[src/rtl/seq_alu.sv]
// seq_alu: handshaked WIDTH-bit ALU (AND/ADD/OR/XOR/SUB/SLT, optional MUL via SEQ_ALU_MUL_EN)
module seq_alu #(
  parameter int WIDTH = 8
) (
  input  logic             clk,
  input  logic             rst,
  input  logic             in_valid,
  output logic             in_ready,
  input  logic [2:0]       op,
  input  logic [WIDTH-1:0] a,
  input  logic [WIDTH-1:0] b,
  output logic             out_valid,
  input  logic             out_ready,
  output logic [WIDTH-1:0] result,
  output logic             carry,
  output logic             zero,
  output logic             err
);
  typedef enum logic [1:0] {
    IDLE,
`ifdef SEQ_ALU_MUL_EN
    CALC,
`endif
    DONE
  } state_t;
  state_t state_q, state_d;
  logic [WIDTH-1:0] result_q, result_d, alu_r;
  logic carry_q, carry_d, zero_q, zero_d, err_q, err_d, alu_c, alu_e;
  logic [WIDTH:0] add_w, sub_w;
`ifdef SEQ_ALU_MUL_EN
  localparam int CW = $clog2(WIDTH);
  logic [2*WIDTH-1:0] acc_q, acc_d, acc_n;
  logic [WIDTH-1:0] mcand_q, mcand_d;
  logic [CW-1:0] cnt_q, cnt_d;
  logic [WIDTH:0] psum;
`endif
  always_comb begin
    add_w = {1'b0, a} + {1'b0, b};
    sub_w = {1'b0, a} - {1'b0, b};
    alu_r = op == 3'b000 ? a & b :
            op == 3'b001 ? add_w[WIDTH-1:0] :
            op == 3'b010 ? a | b :
            op == 3'b011 ? a ^ b :
            op == 3'b100 ? sub_w[WIDTH-1:0] :
            op == 3'b101 ? {{(WIDTH-1){1'b0}}, sub_w[WIDTH]} : '0;
    alu_c = op == 3'b001 ? add_w[WIDTH] : op == 3'b100 ? ~sub_w[WIDTH] : 1'b0;
`ifdef SEQ_ALU_MUL_EN
    alu_e = op == 3'b111;
`else
    alu_e = op[2] & op[1];
`endif
  end
  always_comb begin
    state_d  = state_q;
    result_d = result_q;
    carry_d  = carry_q;
    zero_d   = zero_q;
    err_d    = err_q;
`ifdef SEQ_ALU_MUL_EN
    acc_d   = acc_q;
    mcand_d = mcand_q;
    cnt_d   = cnt_q;
    psum    = {1'b0, acc_q[2*WIDTH-1:WIDTH]} + (acc_q[0] ? {1'b0, mcand_q} : '0);
    acc_n   = {psum, acc_q[WIDTH-1:1]};
`endif
    case (state_q)
      IDLE: if (in_valid) begin
`ifdef SEQ_ALU_MUL_EN
        if (op == 3'b110) begin
          state_d = CALC;
          acc_d   = {{WIDTH{1'b0}}, b};
          mcand_d = a;
          cnt_d   = '0;
        end else
`endif
        begin
          state_d  = DONE;
          result_d = alu_r;
          carry_d  = alu_c;
          zero_d   = alu_r == '0;
          err_d    = alu_e;
        end
      end
`ifdef SEQ_ALU_MUL_EN
      CALC: begin
        acc_d = acc_n;
        cnt_d = cnt_q + CW'(1);
        if (cnt_q == CW'(WIDTH - 1)) begin
          state_d  = DONE;
          result_d = acc_n[WIDTH-1:0];
          carry_d  = |acc_n[2*WIDTH-1:WIDTH];
          zero_d   = acc_n[WIDTH-1:0] == '0;
          err_d    = 1'b0;
        end
      end
`endif
      DONE: state_d = out_ready ? IDLE : DONE;
      default: state_d = IDLE;
    endcase
  end
  always_ff @(posedge clk) begin
    if (rst) begin
      state_q  <= IDLE;
      result_q <= '0;
      carry_q  <= 1'b0;
      zero_q   <= 1'b0;
      err_q    <= 1'b0;
    end else begin
      state_q  <= state_d;
      result_q <= result_d;
      carry_q  <= carry_d;
      zero_q   <= zero_d;
      err_q    <= err_d;
    end
  end
`ifdef SEQ_ALU_MUL_EN
  always_ff @(posedge clk) begin
    if (rst) begin
      acc_q   <= '0;
      mcand_q <= '0;
      cnt_q   <= '0;
    end else begin
      acc_q   <= acc_d;
      mcand_q <= mcand_d;
      cnt_q   <= cnt_d;
    end
  end
`endif
  assign in_ready  = state_q == IDLE;
  assign out_valid = state_q == DONE;
  assign result    = result_q;
  assign carry     = carry_q;
  assign zero      = zero_q;
  assign err       = err_q;
endmodule

[config.mk]
export PLATFORM = sky130hd
export DESIGN_NAME = seq_alu
export DESIGN_NICKNAME = d
export VERILOG_FILES = /design/src/rtl/seq_alu.sv
export SDC_FILE = /design/constraint.sdc
export NUM_CORES = 1
export LEC_CHECK = 0
export CAP_MARGIN = 20
export CELL_PAD_IN_SITES_DETAIL_PLACEMENT = 1
export CELL_PAD_IN_SITES_GLOBAL_PLACEMENT = 2
export CORE_MARGIN = 2
export CORE_UTILIZATION = 28
export CTS_CLUSTER_DIAMETER = 30
export DETAILED_ROUTE_END_ITERATION = 6
export GPL_TIMING_DRIVEN = 1
export PLACE_DENSITY_LB_ADDON = 0.12
export SETUP_SLACK_MARGIN = 0.05
export SLEW_MARGIN = 20
export SYNTH_ARGS = -nofsm -noshare
export SYNTH_HDL_FRONTEND = slang
export SYNTH_SLANG_ARGS = --single-unit
[constraint.sdc]
create_clock -name clk -period 2.7 [get_ports clk]
set_input_delay 0.54 -clock clk [delete_from_list [all_inputs] [get_ports clk]]
set_output_delay 0.54 -clock clk [all_outputs]
set_load 0.005 [all_outputs]
==> results.sh, run 1 <==
export IMPL_grt_setup_unrepaired="no"
export IMPL_clk_pin_slew_worst_paths_ns=0.05
export IMPL_crit_type="input port to flop"
export IMPL_crit_slowest_cell="clkdlybuf4s50_1"
export IMPL_endpoint_kind="flop"
export IMPL_slew_viol_final=0
export IMPL_wl_per_cell_um=15.3
export IMPL_yosysWarnings=0
export IMPL_yosys_top_cells_area="ha_1, dfxtp_1, nor2_1, a21oi_1, inv_1"
export IMPL_critPathMaxFanout=5
export IMPL_place_congestion=0.839
export IMPL_slowest_delay_ns=0.53
export IMPL_hold_violations=0
export IMPL_fmaxAchievable_mhz=386
export IMPL_die_x_um=81.4
export IMPL_fin_skew_ns=0.000612
export IMPL_worst_slew_pin_slew_ns=0.355
export IMPL_vias=2059
export IMPL_initial_utilization_pct=28.6
export IMPL_drtPass1Iterations=4
export IMPL_vdd_drop_max_uv=221
export IMPL_min_path_cells=2
export IMPL_synth_edf_count=0
export IMPL_syn_area_um2=1680
export IMPL_fillers=723
export IMPL_max_cap_viol_count=0
export IMPL_dpl_hpwl_um=4950
export IMPL_run_status="finished clean"
export IMPL_postCtsHoldBufs=0
export IMPL_root_buffer="clkbuf_8"
export IMPL_fp_dieH_um=81.4
export IMPL_hp_class="flop to flop"
export IMPL_ys_seq_area_share_pct=14.3
export IMPL_cp_start_kind="input port"
export IMPL_synthMuxAreaShare_pct=3.73
export IMPL_arrival_ns=2.72
export IMPL_synthFlopType="dfxtp_1"
export IMPL_coreArea_um2=5850
export IMPL_syn_num_nets=284
export IMPL_slew_headroom_pct=76.1
export IMPL_ios=36
export IMPL_area_delta_synth_final_pct=70.6
export IMPL_die_area_um2=6620
export IMPL_ctsLongestPathBuffers=2
export IMPL_synth_top_area_share_pct=17.9
export IMPL_leakagePower_uw=0.00127
export IMPL_clkLatencyLatePin_ns=0.24
export IMPL_multiInputGateArea_um2=1500
export IMPL_io_buffers=35
export IMPL_worst_r2r_path_depth=6
export IMPL_synth_top_family_by_area="compound AO/OA/AOI/OAI gates"
export IMPL_drt_total_wl_um=6200
export IMPL_antenna_cells=0
export IMPL_final_antenna_net_count=0
export IMPL_grt_pass1_vias=2150
export IMPL_synth_async_sr_flop_share_pct=0
export IMPL_synth_seq_cells=12
export IMPL_hold_slack_ns=0.469
export IMPL_antenna_found_initial=0
export IMPL_power_density_nw_per_um2=309
export IMPL_grt_overflow=0
export IMPL_clock_sinks=12
export IMPL_drive_gt1_share_pct=35.3
export IMPL_num_rows=28
export IMPL_vias_per_cell=5.07
export IMPL_syn_inst=235
export IMPL_synth_distinct_cells=47
export IMPL_grt_max_degree=14
export IMPL_crit_cells=7
export IMPL_syn_avg_cell_area_um2=7.13
export IMPL_drc=0
export IMPL_synth_fa_ha_area_share_pct=20.3
export IMPL_final_net_count=381
export IMPL_power_uw=884
export IMPL_grt_total_usage_pct=19.8
export IMPL_rrSetupSlack_ns=1.39
export IMPL_cp_num_buf_inv=1
export IMPL_period_needed_ns=2.59
export IMPL_synthXorXnorAreaFrac_pct=2.61
export IMPL_numCtsBuffers=3
export IMPL_period_share_pct=95.9
export IMPL_crit_chain="clkdlybuf4s50_1 -> or3b_4 -> or4_1 -> mux2i_1 -> o32ai_2 -> and3b_1 -> a31o_1"
export IMPL_htree_num_levels=1
export IMPL_setup_viol=0
export IMPL_worstPathRequired_ns=2.83
export IMPL_drt_initial_drc_count=75
export IMPL_yosysTopAreaCell="ha_1"
export IMPL_yosys_area_share_simple_pct=24.4
export IMPL_cts_tree="built"
export IMPL_synth_compound_area_share_pct=25.5
export IMPL_cp_top_family="simple AND/OR/NAND/NOR gates"
export IMPL_grt_pass1_wl_um=10300
export IMPL_seq_area_um2=240
cells in the final DEF (no fill, tap or decap), types with 3 or more instances in the layout:
master,Yosys,final
o21ai_1,0,3
inv_1,25,17
nor2_2,0,3
dlygate4sd2_1,0,8
nor3b_1,6,5
clkbuf_8,0,4
a21oi_2,0,4
nor2b_1,4,3
ha_4,0,7
a211oi_1,6,3
inv_2,0,8
a211oi_2,0,3
nor2_1,31,28
a21oi_1,20,16
nand3_1,4,3
xnor2_1,4,4
buf_4,0,69
ha_1,24,16
or3_1,3,3
nand2b_1,7,7
a31oi_1,7,6
dfxtp_1,12,12
dlymetal6s2s_1,0,4
nor3_1,11,9
mux2i_1,4,3
nand2_1,10,9
o21ai_0,12,8
clkdlybuf4s50_1,0,23
o211ai_1,5,5
worst paths after layout:
path	start	to
max	op[0]	zero$_SDFFE_PP0P_
min	err$_SDFFE_PP0P_	err$_SDFFE_PP0P_
max reg2reg	state_q[0]$_SDFFE_PP0P_	zero$_SDFFE_PP0P_
min reg2reg	err$_SDFFE_PP0P_	err$_SDFFE_PP0P_
report_power, final:
group / total, uW / switching, uW / internal [uW]
combinational: 493 / 236 / 257
clock: 194 / 64.8 / 129
sequential: 197 / 6.96 / 190
total: 884 / 308 / 576
cell families after synthesis:
kind of cell             after synthesis
AO/OA/AOI/OAI                         67
multiplexers                           5
AND/OR/NAND/NOR                       82
adder cells (fa/ha/maj)               26
flip-flops                            12
XOR/XNOR                               5
buffers and inverters                 38
stage by stage:
step                instances  TNS, ns  instance area, um2  util [%]  worst slack, ns
floorplan                 235        0                1680         -            0.352
global placement          400    -1.72                2570      43.9           -0.440
detailed placement        400    -2.13                2570      43.9           -0.452
CTS                       406        0                2770      47.3           0.0576
global route              406        0                2860      48.9           0.0593
finish                    406        0                2860      48.9            0.111
worst register-to-register path, cell delays in order (launching register included):
cell and delay [ns]:
dfxtp_1 0.33, nor2b_1 0.20, o21ai_0 0.16, nor3_1 0.15, o21ai_1 0.11, nor3_2 0.16
a31o_1 0.15
Yosys cell counts, types with 2 or more instances:
| cell type | count |
|---|---|
| a211oi_1 | 6 |
| a21oi_1 | 20 |
| a31oi_1 | 7 |
| buf_2 | 2 |
| clkbuf_1 | 8 |
| dfxtp_1 | 12 |
| fa_1 | 2 |
| ha_1 | 24 |
| inv_1 | 25 |
| mux2i_1 | 4 |
| nand2_1 | 10 |
| nand2b_1 | 7 |
| nand3_1 | 4 |
| nor2_1 | 31 |
| nor2b_1 | 4 |
| nor3_1 | 11 |
| nor3b_1 | 6 |
| o211ai_1 | 5 |
| o21ai_0 | 12 |
| o21bai_1 | 2 |
| o22ai_1 | 2 |
| or3_1 | 3 |
| xnor2_1 | 4 |
flip-flops by register name, indices dropped and copies added, names as in the netlist:
register	cells
state_q	1
err	1
zero	1
result	8
carry	1
repair_timing:
item,CTS,global route
resized for setup,37,26
cloned,0,0
pin swaps,9,17
endpoints found under the setup margin,7,8
buffers inserted,2,0
area by class of cell:
| cell class | instances | area share, % |
|---|---|---|
| multi-input combinational | 185 | 52.6 |
| timing repair buffer | 104 | 30.4 |
| inverter | 26 | 3.41 |
| tap | 75 | 3.28 |
| sequential | 12 | 8.40 |
| clock buffer | 4 | 1.93 |
routing by layer:
metal	vias to the layer above	routed length (um)	GRT usage, %
met1	983	2780	24.8
met3	13	185	1.00
met2	51	3130	36.7
li1	1012	-	-
met4	0	99	5.08
met5	-	0	0
Note: power is estimated with default switching activity, not from simulation.
==> inputs of run 2 (changes only) <==
CORE_UTILIZATION = 31   (was 28)
clock period = 3.2 ns   (was 2.7 ns; I/O delays follow)
==> run 2 against run 1 <==
Effect of this change: design area down 20%; die area down 9.2%; sequential power down 15%; worst setup slack better by 0.064 ns; global-route usage down 1.5 points; core utilization down 4.9 points.
==> results.sh, run 2 (synthesis gave the netlist of run 1 again) <==
export IMPL_power_density_nw_per_um2=282
export IMPL_min_path_cells=2
export IMPL_clock_sinks=12
export IMPL_vdd_drop_max_uv=118
export IMPL_vias=1839
export IMPL_period_needed_ns=3.03
export IMPL_reg2reg_to="zero$_SDFFE_PP0P_"
export IMPL_worstPathRequired_ns=3.34
export IMPL_setup_viol=0
export IMPL_period_share_pct=94.5
export IMPL_wl_per_cell_um=15.5
export IMPL_die_x_um=77.5
export IMPL_largest_reg_flops=8
export IMPL_drive_gt1_share_pct=10.6
export IMPL_numCtsBuffers=3
export IMPL_place_congestion=0.783
export IMPL_critPathMaxFanout=3
export IMPL_grt_overflow=0
export IMPL_dpl_hpwl_um=4430
export IMPL_root_buffer="clkbuf_8"
export IMPL_fmaxAchievable_mhz=331
export IMPL_drt_total_wl_um=5470
export IMPL_r2r_start="state_q[0]$_SDFFE_PP0P_"
export IMPL_leakagePower_uw=0.000976
export IMPL_arrival_ns=3.16
export IMPL_grt_setup_unrepaired="no"
export IMPL_hp_class="flop to flop"
export IMPL_dp_cells=348
export IMPL_ios=36
export IMPL_io_buffers=35
export IMPL_rrSetupSlack_ns=1.85
export IMPL_clk_pin_slew_worst_paths_ns=0.05
export IMPL_antenna_cells=0
export IMPL_pre_cts_slack_ns=-0.0902
export IMPL_slew_headroom_pct=68.1
export IMPL_grt_total_usage_pct=18.4
export IMPL_num_rows=26
export IMPL_slew_viol_final=0
export IMPL_final_cells=352
export IMPL_cts_resized=0
export IMPL_hp_start="result[4]$_SDFFE_PP0P_"
export IMPL_final_net_count=332
export IMPL_cp_start_kind="input port"
export IMPL_endpoint_kind="flop"
export IMPL_antenna_found_initial=0
export IMPL_vias_per_cell=5.22
export IMPL_worst_slack_ns=0.175
export IMPL_max_cap_viol_count=0
export IMPL_drt_initial_drc_count=53
export IMPL_coreArea_um2=5170
export IMPL_hold_slack_ns=0.457
export IMPL_grt_max_degree=23
export IMPL_area_delta_synth_final_pct=35.8
export IMPL_fin_util_pct=44.0
export IMPL_final_antenna_net_count=0
export IMPL_grt_pass1_wl_um=9030
export IMPL_cts_setup_buffers=0
export IMPL_fp_dieH_um=77.5
export IMPL_drtPass1Iterations=4
export IMPL_cts_tree="built"
export IMPL_fillers=648
export IMPL_hold_violations=0
export IMPL_ctsLongestPathBuffers=2
export IMPL_fin_skew_ns=0.00181
export IMPL_postCtsHoldBufs=0
export IMPL_clkLatencyLatePin_ns=0.24
export IMPL_fin_setup_tns_ns=0
export IMPL_grt_pass1_vias=1839
export IMPL_hold_end="result[4]$_SDFFE_PP0P_"
export IMPL_htree_num_levels=1
export IMPL_worst_r2r_path_depth=6
export IMPL_worst_slew_pin_slew_ns=0.477
export IMPL_run_status="finished clean"
export IMPL_crit_type="input port to flop"
export IMPL_layout_common_cells="clkdlybuf4s50_1, nor2_1, inv_1"
export IMPL_die_area_um2=6010
export IMPL_drc=0
export IMPL_final_common_cell="clkdlybuf4s50_1"
export IMPL_initial_utilization_pct=32.4
[run 2: cell count changes in the layout (fill, tap and decap cells not counted), sizes merged]
| cell | before | now |
|---|---|---|
| clkdlybuf4s50 | 23 | 35 |
| buf | 69 | 20 |
| dlygate4sd2 | 8 | 0 |
| dlymetal6s2s | 4 | 0 |
[run 2: stage by stage]
| stage | area (um2) | total power, uW |
|---|---|---|
| 2_1_floorplan | 1680 | 345 |
| 3_3_place_gp | 2210 | 475 |
| 3_5_place_dp | 2210 | 480 |
| 4_1_cts | 2260 | 648 |
| 5_1_grt | 2270 | 690 |
| 6_report | 2270 | 643 |
[run 2: routing by layer]
layer	GRT usage [%]	vias up	part of all wire (%)
li1	-	917	-
met1	23.8	884	46
met2	33.5	33	50
met3	0.814	5	2.6
met4	4.29	0	0.91
met5	0	-	0
[run 2: worst max path at each step]
| stage | from | to | slack, ns |
|---|---|---|---|
| finish | a[1] | zero$_SDFFE_PP0P_ | 0.17 |
| floorplan | b[2] | zero$_SDFFE_PP0P_ | 0.75 |
| CTS | a[1] | zero$_SDFFE_PP0P_ | 0.17 |
| global placement | a[4] | zero$_SDFFE_PP0P_ | -0.01 |
| detailed placement | a[1] | zero$_SDFFE_PP0P_ | -0.09 |
| global route | a[1] | zero$_SDFFE_PP0P_ | 0.06 |
[run 2: where the power goes]
group	switching [uW]	internal (uW)
registers	5.82	161
logic	162	150
clock network	55.1	109
total	223	420
[run 2: layout make-up]
cell class | instances | area [um2] | area share (%)
multi-input combinational | 185 | 1290 | 56.9
timing repair buffer | 55 | 500 | 22.0
sequential | 12 | 240 | 10.6
inverter | 26 | 97.6 | 4.29
tap | 70 | 87.6 | 3.85
clock buffer | 4 | 55.1 | 2.42
[run 2: critical path: stages]
cell and delay, ns:
clkdlybuf4s50_1 0.53, inv_1 0.13, ha_1 0.35, a211oi_1 0.08, buf_4 0.15, nor3_1 0.28, mux2i_1 0.23, a211oi_1 0.11
a31oi_1 0.24, and3b_1 0.22, a31o_1 0.20
==> inputs of run 3 (changes only) <==
CORE_UTILIZATION = 28   (was 31)
clock period = 2.87 ns   (was 3.2 ns; I/O delays follow)
==> run 3 against run 2 <==
Effect of this change: die area increased by 10%; critical path type unchanged; sequential share of layout area down 1.7 points; total power up 21%.
==> results.sh, run 3 (synthesis gave the netlist of run 1 again) <==
export IMPL_stdcell_area_um2=2700
export IMPL_die_area_um2=6620
export IMPL_vias_per_cell=4.98
export IMPL_worst_slew_pin_slew_ns=0.361
export IMPL_die_x_um=81.4
export IMPL_power_density_nw_per_um2=287
export IMPL_drive_gt1_share_pct=29.3
export IMPL_cts_tree="built"
export IMPL_final_net_count=372
export IMPL_multiInputGateArea_um2=1410
export IMPL_antenna_found_initial=0
export IMPL_period_share_pct=95.6
export IMPL_crit_slowest_cell="clkdlybuf4s50_1"
export IMPL_clkPwrFrac_pct=19.5
export IMPL_grt_overflow=0
export IMPL_final_common_cell="buf_4"
export IMPL_numCtsBuffers=3
export IMPL_swShare_pct=35.4
export IMPL_hold_slack_ns=0.462
export IMPL_antenna_cells=0
export IMPL_clock_sinks=12
export IMPL_slew_viol_final=0
export IMPL_hp_class="flop to flop"
export IMPL_place_area_um2=2520
export IMPL_power_uw=774
export IMPL_pre_cts_slack_ns=-0.259
export IMPL_coreArea_um2=5850
export IMPL_drc=0
export IMPL_ios=36
export IMPL_layout_common_cells="buf_4, clkdlybuf4s50_1, nor2_1"
export IMPL_grt_pass1_wl_um=9780
export IMPL_place_congestion=0.852
export IMPL_postCtsHoldBufs=0
export IMPL_fin_skew_ns=0.00459
export IMPL_critPathMaxFanout=2
export IMPL_num_rows=28
export IMPL_power_switching_uw=274
export IMPL_leakagePower_uw=0.00121
export IMPL_drtPass1Iterations=4
export IMPL_dpl_hpwl_um=4870
export IMPL_slew_headroom_pct=75.8
export IMPL_worstPathRequired_ns=3.00
export IMPL_clkLatencyLatePin_ns=0.24
export IMPL_largest_reg_flops=8
export IMPL_drt_total_wl_um=5920
export IMPL_p_int_uw=500
export IMPL_arrival_ns=2.88
export IMPL_grt_setup_unrepaired="yes"
export IMPL_grt_total_usage_pct=18.7
export IMPL_fp_dieH_um=81.4
export IMPL_wl_per_cell_um=15.0
export IMPL_hold_violations=0
export IMPL_max_cap_viol_count=0
export IMPL_cp_start_kind="input port"
export IMPL_worst_slack_ns=0.125
export IMPL_endpoint_kind="flop"
export IMPL_root_buffer="clkbuf_8"
export IMPL_htree_num_levels=1
export IMPL_clk_pin_slew_worst_paths_ns=0.05
export IMPL_setup_viol=0
export IMPL_p_comb_share_pct=56.6
export IMPL_ctsLongestPathBuffers=2
export IMPL_crit_type="input port to flop"
export IMPL_fillers=722
export IMPL_run_status="finished clean"
export IMPL_fmaxAchievable_mhz=364
export IMPL_initial_utilization_pct=28.6
export IMPL_io_buffers=35
export IMPL_grt_pass1_vias=2003
export IMPL_period_needed_ns=2.74
export IMPL_seq_power_share_pct=24.0
export IMPL_area_delta_synth_final_pct=61.3
export IMPL_vdd_drop_max_uv=240
export IMPL_grt_max_degree=23
export IMPL_crit_chain="clkdlybuf4s50_1 -> buf_4 -> ha_1 -> o21bai_2 -> o2111ai_2 -> nand3_1 -> or3_1 -> a31oi_2 -> and3b_1 -> a31o_1"
export IMPL_seq_area_um2=240
export IMPL_final_antenna_net_count=0
export IMPL_drt_initial_drc_count=63
export IMPL_vias=1972
export IMPL_slowest_delay_ns=0.44
run 3: final timing paths:
path	end	cells after the start	slack, ns	start
setup / recovery	zero$_SDFFE_PP0P_	10	0.13	a[1]
hold / removal	err$_SDFFE_PP0P_	2	0.46	err$_SDFFE_PP0P_
hold reg to reg	err$_SDFFE_PP0P_	2	0.46	err$_SDFFE_PP0P_
setup reg to reg	zero$_SDFFE_PP0P_	6	1.51	state_q[0]$_SDFFE_PP0P_
run 3: worst max-delay path: cells and delay by family:
family | cells | cell delay (ns)
AOI/OAI and AO/OA | 4 | 0.87
adders and majority gates | 1 | 0.18
buffers and inverters | 2 | 0.59
and+or+nand+nor | 3 | 0.65
run 3: what timing repair did:
| action | 4_1_cts | 5_1_grt |
|---|---|---|
| endpoints found under the setup margin | 2 | 7 |
| hold endpoints to repair | 0 | 0 |
| gates resized for setup | 4 | 33 |
| pin swaps | 0 | 14 |
| cloned | 0 | 0 |
| buffers inserted | 0 | 1 |
run 3: metal layers:
layer | vias up | global-route usage [%] | wire [um]
met2 | 33 | 32.4 | 2900
met4 | 0 | 5.08 | 105
met3 | 8 | 0.889 | 127
met1 | 934 | 25.2 | 2780
met5 | - | 0 | 0
li1 | 997 | - | -
run 3: area by class of cell:
type,count,area share [%]
clock buffers,3,1.53
well taps,75,3.47
flip-flops and latches,12,8.89
inverters,26,3.61
repair buffers,95,30.4
multi-input cells,185,52.1
run 3: power by group through the flow:
stage / Sequential [uW] / Combinational, uW / Clock, uW
2_1_floorplan: 190 / 195 / 0
3_3_place_gp: 189 / 397 / 0
3_5_place_dp: 189 / 404 / 0
4_1_cts: 186 / 411 / 153
5_1_grt: 187 / 486 / 164
6_report: 186 / 438 / 151
run 3: stage by stage:
stage,instances,setup TNS (ns),util [%]
after floorplan,235,0,-
after global placement,392,-0.722,43.1
after detailed placement,392,-0.979,43.1
after CTS,395,0,44.2
after global routing,396,0,46.2
final,396,0,46.2
